### src/rtl/timer_array_pkg.sv
// -----------------------------------------------------------------------------
// timer_array_pkg
// Shared definitions for the timer array: register offsets within a channel,
// CTRL field positions, the CTRL register layout and a byte-lane merge helper.
// -----------------------------------------------------------------------------
package timer_array_pkg;

  // Register offsets inside one channel's 16-byte window (addr[3:2]).
  localparam logic [1:0] REG_CTRL = 2'd0;
  localparam logic [1:0] REG_MAX  = 2'd1;
  localparam logic [1:0] REG_CNT  = 2'd2;
  localparam logic [1:0] REG_STAT = 2'd3;

  // CTRL bit positions.
  localparam int CTRL_EN      = 0;
  localparam int CTRL_ONESHOT = 1;
  localparam int CTRL_IE      = 2;
  localparam int CTRL_PSC_LSB = 16;

  // CTRL register image; the field order matches the bit positions above.
  typedef struct packed {
    logic [15:0] psc;
    logic [12:0] rsvd;
    logic        ie;
    logic        oneshot;
    logic        en;
  } ctrl_t;

  // Replace only the byte lanes whose strobe bit is set.
  function automatic logic [31:0] merge_bytes(input logic [31:0] old_v,
                                              input logic [31:0] new_v,
                                              input logic [3:0]  strb);
    logic [31:0] res;
    res = old_v;
    for (int b = 0; b < 4; b++) begin
      if (strb[b]) res[b*8 +: 8] = new_v[b*8 +: 8];
    end
    return res;
  endfunction

endpackage

### src/rtl/timer_array_if.sv
// -----------------------------------------------------------------------------
// timer_array_if
// CPU native bus: valid/ready handshake with byte strobes (wstrb==0 is a read).
//   valid  master->slave  request, held until ready
//   ready  slave->master  one-cycle acknowledge
//   wstrb  master->slave  byte write strobes
//   addr   master->slave  byte address
//   wdata  master->slave  write data
//   rdata  slave->master  read data, valid while ready=1
// -----------------------------------------------------------------------------
interface timer_array_if;
  logic        valid;
  logic        ready;
  logic [3:0]  wstrb;
  logic [31:0] addr;
  logic [31:0] wdata;
  logic [31:0] rdata;

  modport master (output valid, wstrb, addr, wdata, input  ready, rdata);
  modport slave  (input  valid, wstrb, addr, wdata, output ready, rdata);
endinterface

### src/rtl/timer_channel.sv
// -----------------------------------------------------------------------------
// timer_channel
// One timer channel: CTRL/MAX/CNT/STAT registers, prescaler, compare and flags.
//   clk, resetn   clock, synchronous active-low reset
//   wr_i          write to this channel accepted this cycle
//   reg_sel_i     register offset (addr[3:2]), also selects the read mux
//   wstrb_i       byte strobes of the write
//   wdata_i       write data
//   rdata_o       selected register, pre-write state, zero-extended
//   cnt_o         live counter value
//   of_o          one-cycle overflow pulse
//   irq_o         STAT.OF & CTRL.IE (top registers the OR over channels)
// -----------------------------------------------------------------------------
module timer_channel
  import timer_array_pkg::*;
#(
  parameter int WIDTH = 32
) (
  input  logic             clk,
  input  logic             resetn,
  input  logic             wr_i,
  input  logic [1:0]       reg_sel_i,
  input  logic [3:0]       wstrb_i,
  input  logic [31:0]      wdata_i,
  output logic [31:0]      rdata_o,
  output logic [WIDTH-1:0] cnt_o,
  output logic             of_o,
  output logic             irq_o
);

  localparam logic [WIDTH-1:0] ONE = WIDTH'(1);

  ctrl_t            ctrl_q, ctrl_d;
  logic [15:0]      psc_cnt_q, psc_cnt_d;
  logic [WIDTH-1:0] cnt_q, cnt_d;
  logic [WIDTH-1:0] max_q, max_d;
  logic             of_flag_q, of_flag_d;
  logic             of_pulse_q;

  logic ctrl_wr, max_wr, cnt_wr, stat_wr;
  logic psc_hit, tick, wrap;

  assign ctrl_wr = wr_i && (reg_sel_i == REG_CTRL);
  assign max_wr  = wr_i && (reg_sel_i == REG_MAX);
  assign cnt_wr  = wr_i && (reg_sel_i == REG_CNT);
  assign stat_wr = wr_i && (reg_sel_i == REG_STAT);

  assign psc_hit = ctrl_q.en && (psc_cnt_q == ctrl_q.psc);
  // A bus load of CNT takes precedence: the coinciding tick is dropped entirely.
  assign tick    = psc_hit && !cnt_wr;
  assign wrap    = tick && (cnt_q >= max_q);

  // NOTE: every signal driven here gets a default first, so no latch is inferred.
  always_comb begin
    ctrl_d    = ctrl_q;
    psc_cnt_d = psc_cnt_q;
    cnt_d     = cnt_q;
    max_d     = max_q;
    of_flag_d = of_flag_q;

    // One-shot stop first, so a CTRL write in the same cycle overrides it.
    if (wrap && ctrl_q.oneshot) ctrl_d.en = 1'b0;
    if (ctrl_wr) begin
      ctrl_d      = ctrl_t'(merge_bytes(ctrl_q, wdata_i, wstrb_i));
      ctrl_d.rsvd = '0;
    end

    if (!ctrl_q.en)   psc_cnt_d = '0;
    else if (psc_hit) psc_cnt_d = '0;
    else              psc_cnt_d = psc_cnt_q + 16'd1;

    if (max_wr) max_d = WIDTH'(merge_bytes(32'(max_q), wdata_i, wstrb_i));

    if (cnt_wr)    cnt_d = WIDTH'(merge_bytes(32'(cnt_q), wdata_i, wstrb_i));
    else if (wrap) cnt_d = '0;
    else if (tick) cnt_d = cnt_q + ONE;

    // Clear before set: a hardware overflow in the same cycle keeps OF at 1.
    if (stat_wr && wstrb_i[0] && wdata_i[0]) of_flag_d = 1'b0;
    if (wrap)                                of_flag_d = 1'b1;
  end

  // NOTE: flops use non-blocking assignments so every register samples pre-edge values.
  // NOTE: reset is synchronous and active-low, matching the surrounding codebase.
  always_ff @(posedge clk) begin
    if (!resetn) begin
      ctrl_q     <= '0;
      psc_cnt_q  <= '0;
      cnt_q      <= '0;
      max_q      <= '0;
      of_flag_q  <= 1'b0;
      of_pulse_q <= 1'b0;
    end else begin
      ctrl_q     <= ctrl_d;
      psc_cnt_q  <= psc_cnt_d;
      cnt_q      <= cnt_d;
      max_q      <= max_d;
      of_flag_q  <= of_flag_d;
      of_pulse_q <= wrap;
    end
  end

  always_comb begin
    rdata_o = '0;
    case (reg_sel_i)
      REG_CTRL: rdata_o = ctrl_q;
      REG_MAX:  rdata_o = 32'(max_q);
      REG_CNT:  rdata_o = 32'(cnt_q);
      REG_STAT: rdata_o = {31'd0, of_flag_q};
      default:  rdata_o = '0;
    endcase
  end

  assign cnt_o = cnt_q;
  assign of_o  = of_pulse_q;
  assign irq_o = of_flag_q & ctrl_q.ie;

endmodule

### src/rtl/timer_array.sv
// -----------------------------------------------------------------------------
// timer_array
// Memory-mapped array of NCH prescaled up-counters on the CPU native bus.
//   clk, resetn  clock, synchronous active-low reset
//   bus          native bus slave (channel = addr[7:4], register = addr[3:2])
//   cnt          live counters, channel i at [i*WIDTH +: WIDTH]
//   of           per-channel one-cycle overflow pulses
//   irq          registered OR of (STAT.OF & CTRL.IE) over all channels
// -----------------------------------------------------------------------------
module timer_array
  import timer_array_pkg::*;
#(
  parameter int NCH   = 4,
  parameter int WIDTH = 32
) (
  input  logic                 clk,
  input  logic                 resetn,
  timer_array_if.slave         bus,
  output logic [NCH*WIDTH-1:0] cnt,
  output logic [NCH-1:0]       of,
  output logic                 irq
);

  logic        ready_q;
  logic [31:0] rdata_q, rd_mux;
  logic        irq_q;
  logic        accept, is_write;
  logic [3:0]  ch_sel;
  logic [1:0]  reg_sel;
  logic [31:0] ch_rdata [NCH];
  logic [NCH-1:0] ch_irq;
  logic        unused_addr;

  // A new request is taken only while no acknowledge is outstanding.
  assign accept   = bus.valid && !ready_q;
  assign is_write = |bus.wstrb;
  assign ch_sel   = bus.addr[7:4];
  assign reg_sel  = bus.addr[3:2];
  assign unused_addr = ^{bus.addr[31:8], bus.addr[1:0]};

  for (genvar gi = 0; gi < NCH; gi++) begin : g_ch
    timer_channel #(.WIDTH(WIDTH)) u_ch (
      .clk       (clk),
      .resetn    (resetn),
      .wr_i      (accept && is_write && (ch_sel == 4'(gi))),
      .reg_sel_i (reg_sel),
      .wstrb_i   (bus.wstrb),
      .wdata_i   (bus.wdata),
      .rdata_o   (ch_rdata[gi]),
      .cnt_o     (cnt[gi*WIDTH +: WIDTH]),
      .of_o      (of[gi]),
      .irq_o     (ch_irq[gi])
    );
  end

  // Unpopulated channel numbers fall through to zero.
  always_comb begin
    rd_mux = '0;
    for (int i = 0; i < NCH; i++) begin
      if (ch_sel == 4'(i)) rd_mux = ch_rdata[i];
    end
  end

  always_ff @(posedge clk) begin
    if (!resetn) begin
      ready_q <= 1'b0;
      rdata_q <= '0;
      irq_q   <= 1'b0;
    end else begin
      ready_q <= accept;
      rdata_q <= accept ? rd_mux : 32'd0;
      irq_q   <= |ch_irq;
    end
  end

  assign bus.ready = ready_q;
  assign bus.rdata = rdata_q;
  assign irq       = irq_q;

endmodule

### src/flat_wrapper.sv
// flat-port wrapper written by rule: the top's interface ports become plain ports
module timer_array_flat import timer_array_pkg::*;
#(
  parameter int NCH   = 4,
  parameter int WIDTH = 32
)
  (clk, resetn, cnt, of, irq, bus_valid, bus_wstrb, bus_addr, bus_wdata, bus_ready, bus_rdata);
  timer_array_if bus_i ();
  input  logic clk;
  input  logic resetn;
  output logic [NCH*WIDTH-1:0] cnt;
  output logic [NCH-1:0] of;
  output logic irq;
  input wire logic [$bits(bus_i.valid)-1:0] bus_valid;
  input wire logic [$bits(bus_i.wstrb)-1:0] bus_wstrb;
  input wire logic [$bits(bus_i.addr)-1:0] bus_addr;
  input wire logic [$bits(bus_i.wdata)-1:0] bus_wdata;
  output wire logic [$bits(bus_i.ready)-1:0] bus_ready;
  output wire logic [$bits(bus_i.rdata)-1:0] bus_rdata;
  assign bus_i.valid = bus_valid;
  assign bus_i.wstrb = bus_wstrb;
  assign bus_i.addr = bus_addr;
  assign bus_i.wdata = bus_wdata;
  assign bus_ready = bus_i.ready;
  assign bus_rdata = bus_i.rdata;
  timer_array #(.NCH(NCH), .WIDTH(WIDTH)) u_core (.clk(clk), .resetn(resetn), .bus(bus_i), .cnt(cnt), .of(of), .irq(irq));
endmodule
### config.mk
export PLATFORM = sky130hd
export DESIGN_NAME = timer_array_flat
export DESIGN_NICKNAME = d
export VERILOG_FILES = /design/src/rtl/timer_array_pkg.sv /design/src/rtl/timer_array_if.sv /design/src/rtl/timer_channel.sv /design/src/rtl/timer_array.sv /design/src/flat_wrapper.sv
export SDC_FILE = /design/constraint.sdc
export NUM_CORES = 2
export LEC_CHECK = 0
export ABC_AREA = 1
export CAP_MARGIN = 15
export CORE_UTILIZATION = 42
export DETAILED_ROUTE_END_ITERATION = 7
export GPL_TIMING_DRIVEN = 0
export PLACE_DENSITY = 0.58
export SLEW_MARGIN = 20
export SYNTH_ARGS = -nofsm -noshare
export SYNTH_HDL_FRONTEND = slang
export SYNTH_SLANG_ARGS = --single-unit
### constraint.sdc
create_clock -name clk -period 4.6 [get_ports clk]
set_clock_uncertainty 0.2 [all_clocks]
set_input_delay 0.92 -clock clk [delete_from_list [all_inputs] [get_ports clk]]
set_output_delay 0.92 -clock clk [all_outputs]
set_load 0.005 [all_outputs]
==> results by group <==
Detailed routing
  • Remaining DRCs: 0
  • Post-route antenna net violation count: 0
  • DRT Pass-1 Iters: 6
  • Drt wl/cell: 26.95 um
  • Vias/cell: 5.945
  • Drt initial violations: 4,234
  • Routed wire length: 142.3 mm
  • Via count: 31,390

Power
  • P_leak: 0.01230 uW
  • Cell Pwr Density: 281.7 mW/mm2
  • Tot Pwr: 9025 uW
  • Worst vdd ir: 0.2830 mV

Synth
  • Largest family of logic cells by synthesized area: simple AND/OR/NAND/NOR gates
  • Post-synthesis mux area share: 0
  • Seq cells post-synth: 438
  • Syn Inst Count: 4,117
  • Synth Area in Compound Gates: 0.2225
  • Post-Synth XOR/XNOR Area: 0.03604
  • Adder-cell share of the synthesized area: 0.06308
  • Post-Synth Simple-Gate Area: 0.2562
  • Post-synth top area share: 0.3250
  • Post-synth top area cell: dfxtp_1
  • Yosys warns: 0
  • Post-synth top flop: dfxtp_1
  • Syn avg cell area: 6.553 um2
  • Synth area leaders: dfxtp_1 (33%), nand2_1 (11%), o21ai_0 (9.3%)
  • Netlist cell types: 48
  • Number of synthesized flops with an enable pin: 0
  • Sequential share of the synthesized area: 0.3250
  • Synth top cells by count: nand2_1 (812), o21ai_0 (499), inv_1 (479)
  • Net Count, Synth: 4,324
  • Count leader, synth: nand2_1
  • Asr flop ratio synth: 0
  • Mapped Area: 0.02698 mm2

Timing
  • # setup viols final: 0
  • Ratio of final minimum period to clock period: 0.9427
  • Worst Slack Setup Final: 0.2638 ns
  • Slew margin rel.: 0.1200
  • Fmax: 230.6 MHz
  • Fin. Hold Viols: 0
  • Hold_ws: 0.2661 ns
  • RSZ-0062 raised after global routing: no
  • Pins over their slew limit: 0
  • Final min period: 4.336 ns
  • Worst-Margin Slew: 1.320 ns

Layout
  • Area Growth Syn to Fin: 18.75%
  • Share of cells above drive strength 1: 0.04523
  • Final net count: 4,588

Critical path
  • CP Max Fanout: 10
  • Startpoint types: primary input
  • Worst R2R Path Depth: 12
  • CP most frequent cell: a21oi_1
  • CP Capture Type: flop
  • Crit-path cells: clkdlybuf4s50_1 -> nand2_1 -> inv_1 -> buf_2 -> clkbuf_1 -> a21oi_1 -> o22ai_1 -> a21oi_1 -> a21oi_1
  • Max incr delay on CP: 0.85 ns
  • R2r startpoint: u_core.g_ch[3].u_ch.cnt_o[11]
  • CP Data Arrival Time: 4.68 ns
  • CP top delay family: buffers and inverters
  • Reg2reg end: u_core.g_ch[3].u_ch.cnt_o[8]
  • Reg2reg setup slack: 1.45 ns
  • CP Buf/Inv Count: 4
  • Worst EP required: 4.94 ns
  • CP Class: primary input to flop
  • Slowest-stage cell, CP: clkbuf_1

Floorplanning
  • Die ar.: 0.06525 mm2
  • Die Height: 255.4 um
  • Row Count: 92
  • IO Pins: 237
  • Starting Density: 0.4261
  • CORE AREA: 0.06331 mm2
  • Die X: 255.4 um

Clocking
  • CTS resizes: 0
  • Clk Latency, worst-skew pair: 0.65 ns
  • Root Buffer Master: clkbuf_16
  • Clk slew on worst S/H paths: 0.06 ns
  • Clk sink count: 438
  • # hold bufs at CTS: 0
  • Htree depth: 2
  • CTS tree: done
  • CTS buffer count: 53
  • Clock Tree Buf Depth: 3
  • Post-CTS setup repair buffer count: 0

Global routing
  • Total GRT Usage: 0.4211
  • First-pass GRT wire length: 201.4 mm
  • Vias in the first global route: 28,690
  • Grt ovf: 0
  • Initial antenna violation count: 18
  • Largest net degree at the start of global routing: 16

Hold path
  • HP Start: u_core.g_ch[1].u_ch.psc_cnt_q[0]
  • Hold Crit Class: flop to flop
  • WHS Endpoint: u_core.g_ch[1].u_ch.psc_cnt_q[0]
  • Worst hold path depth: 1

Place
  • PortBufs: 208
  • Dpl ws: -0.05084 ns
  • HPWL after DPL: 109.3 mm
  • GPL Wtd Cong: 1.047

Job
  • Maximum Capacitance Violations: 0

Outcome
  • Status: finished clean
layout by cell type (no fill, tap or decap), drive strengths merged, types with 2 or more instances in the layout:
master / instances
nand2: 818
ha: 136
nor2: 432
a41oi: 26
a21oi: 444
nand4: 75
o21a: 9
o21bai: 2
a21o: 6
clkbuf: 190
clkinv: 15
o221ai: 14
nor4: 8
nand3b: 3
nand2b: 2
nor3: 109
buf: 64
bufinv: 5
inv: 491
o211ai: 6
xor2: 97
or2: 12
nand3: 155
clkinvlp: 4
and3: 4
o21ai: 510
nor3b: 17
o22ai: 93
a22oi: 5
xnor2: 14
dfxtp: 438
clkdlybuf4s50: 208
diode: 11
a31oi: 6
worst max path at each step:
stage | startpoint | endpoint | slack, ns | depth (start not counted)
after global placement | bus_wstrb[3] | u_core.g_ch[3].u_ch.cnt_o[6] | -0.07 | 12
after floorplan | bus_wstrb[0] | u_core.g_ch[2].u_ch.cnt_o[0] | 1.94 | 12
after CTS | bus_wstrb[3] | u_core.g_ch[3].u_ch.cnt_o[8] | 0.61 | 12
final | bus_addr[3] | u_core.bus.rdata[21] | 0.26 | 9
after global routing | bus_wstrb[3] | u_core.g_ch[3].u_ch.cnt_o[10] | 0.43 | 12
after detailed placement | bus_wstrb[3] | u_core.g_ch[3].u_ch.cnt_o[8] | -0.05 | 12
stage by stage:
| stage | instances | cell area, um2 | setup TNS (ns) | utilization |
|---|---|---|---|---|
| floorplan | 4117 | 26980 | 0 | - |
| global placement | 5171 | 30120 | -0.1606 | 0.4757 |
| detailed placement | 5172 | 30150 | -0.08109 | 0.4762 |
| CTS | 5268 | 32000 | 0 | 0.5055 |
| global route | 5268 | 32010 | 0 | 0.5056 |
| finish | 5279 | 32040 | 0 | 0.5060 |
layer usage:
layer / vias up / share of wire / track usage
met5: - / 0.00054 / 0.004386
met2: 1903 / 0.42 / 0.6292
met4: 6 / 0.059 / 0.2293
met3: 393 / 0.11 / 0.1162
met1: 14770 / 0.40 / 0.5466
li1: 14310 / - / -
final cells by class:
class                           count  area, um2
Fill cell                        6684      31280
Sequential cell                   438       8768
Tap cell                          846       1059
Inverter                          494       1857
Multi-Input combinational cell   3007      15590
Antenna cell                       11      27.53
Clock inverter                     21      295.3
Buffer                            178      782.0
Clock buffer                       75       1559
Timing Repair Buffer              209       2097
kinds of logic after synthesis:
kind of cell | after synthesis
adder cells (fa/ha/maj) | 136
AND/OR/NAND/NOR | 1635
flip-flops | 438
XOR/XNOR | 111
AO/OA/AOI/OAI | 1125
buffers and inverters | 672
sequential cells by signal, summed over array words and instances (netlist names):
name / count
u_core.irq: 1
u_core.g_ch.u_ch.of_o: 4
u_core.bus.ready: 1
u_core.bus.rdata: 32
u_core.g_ch.u_ch.psc_cnt_q: 64
u_core.g_ch.u_ch.of_flag_q: 4
u_core.g_ch.u_ch.ctrl_q: 76
u_core.g_ch.u_ch.cnt_o: 128
u_core.g_ch.u_ch.max_q: 128
where the power goes:
group          internal (uW)  switching [uW]  total [uW]
logic                    138             520         658
registers               3810            22.5        3830
clock network           2650            1890        4540
Note: power is estimated with default switching activity, not from simulation.
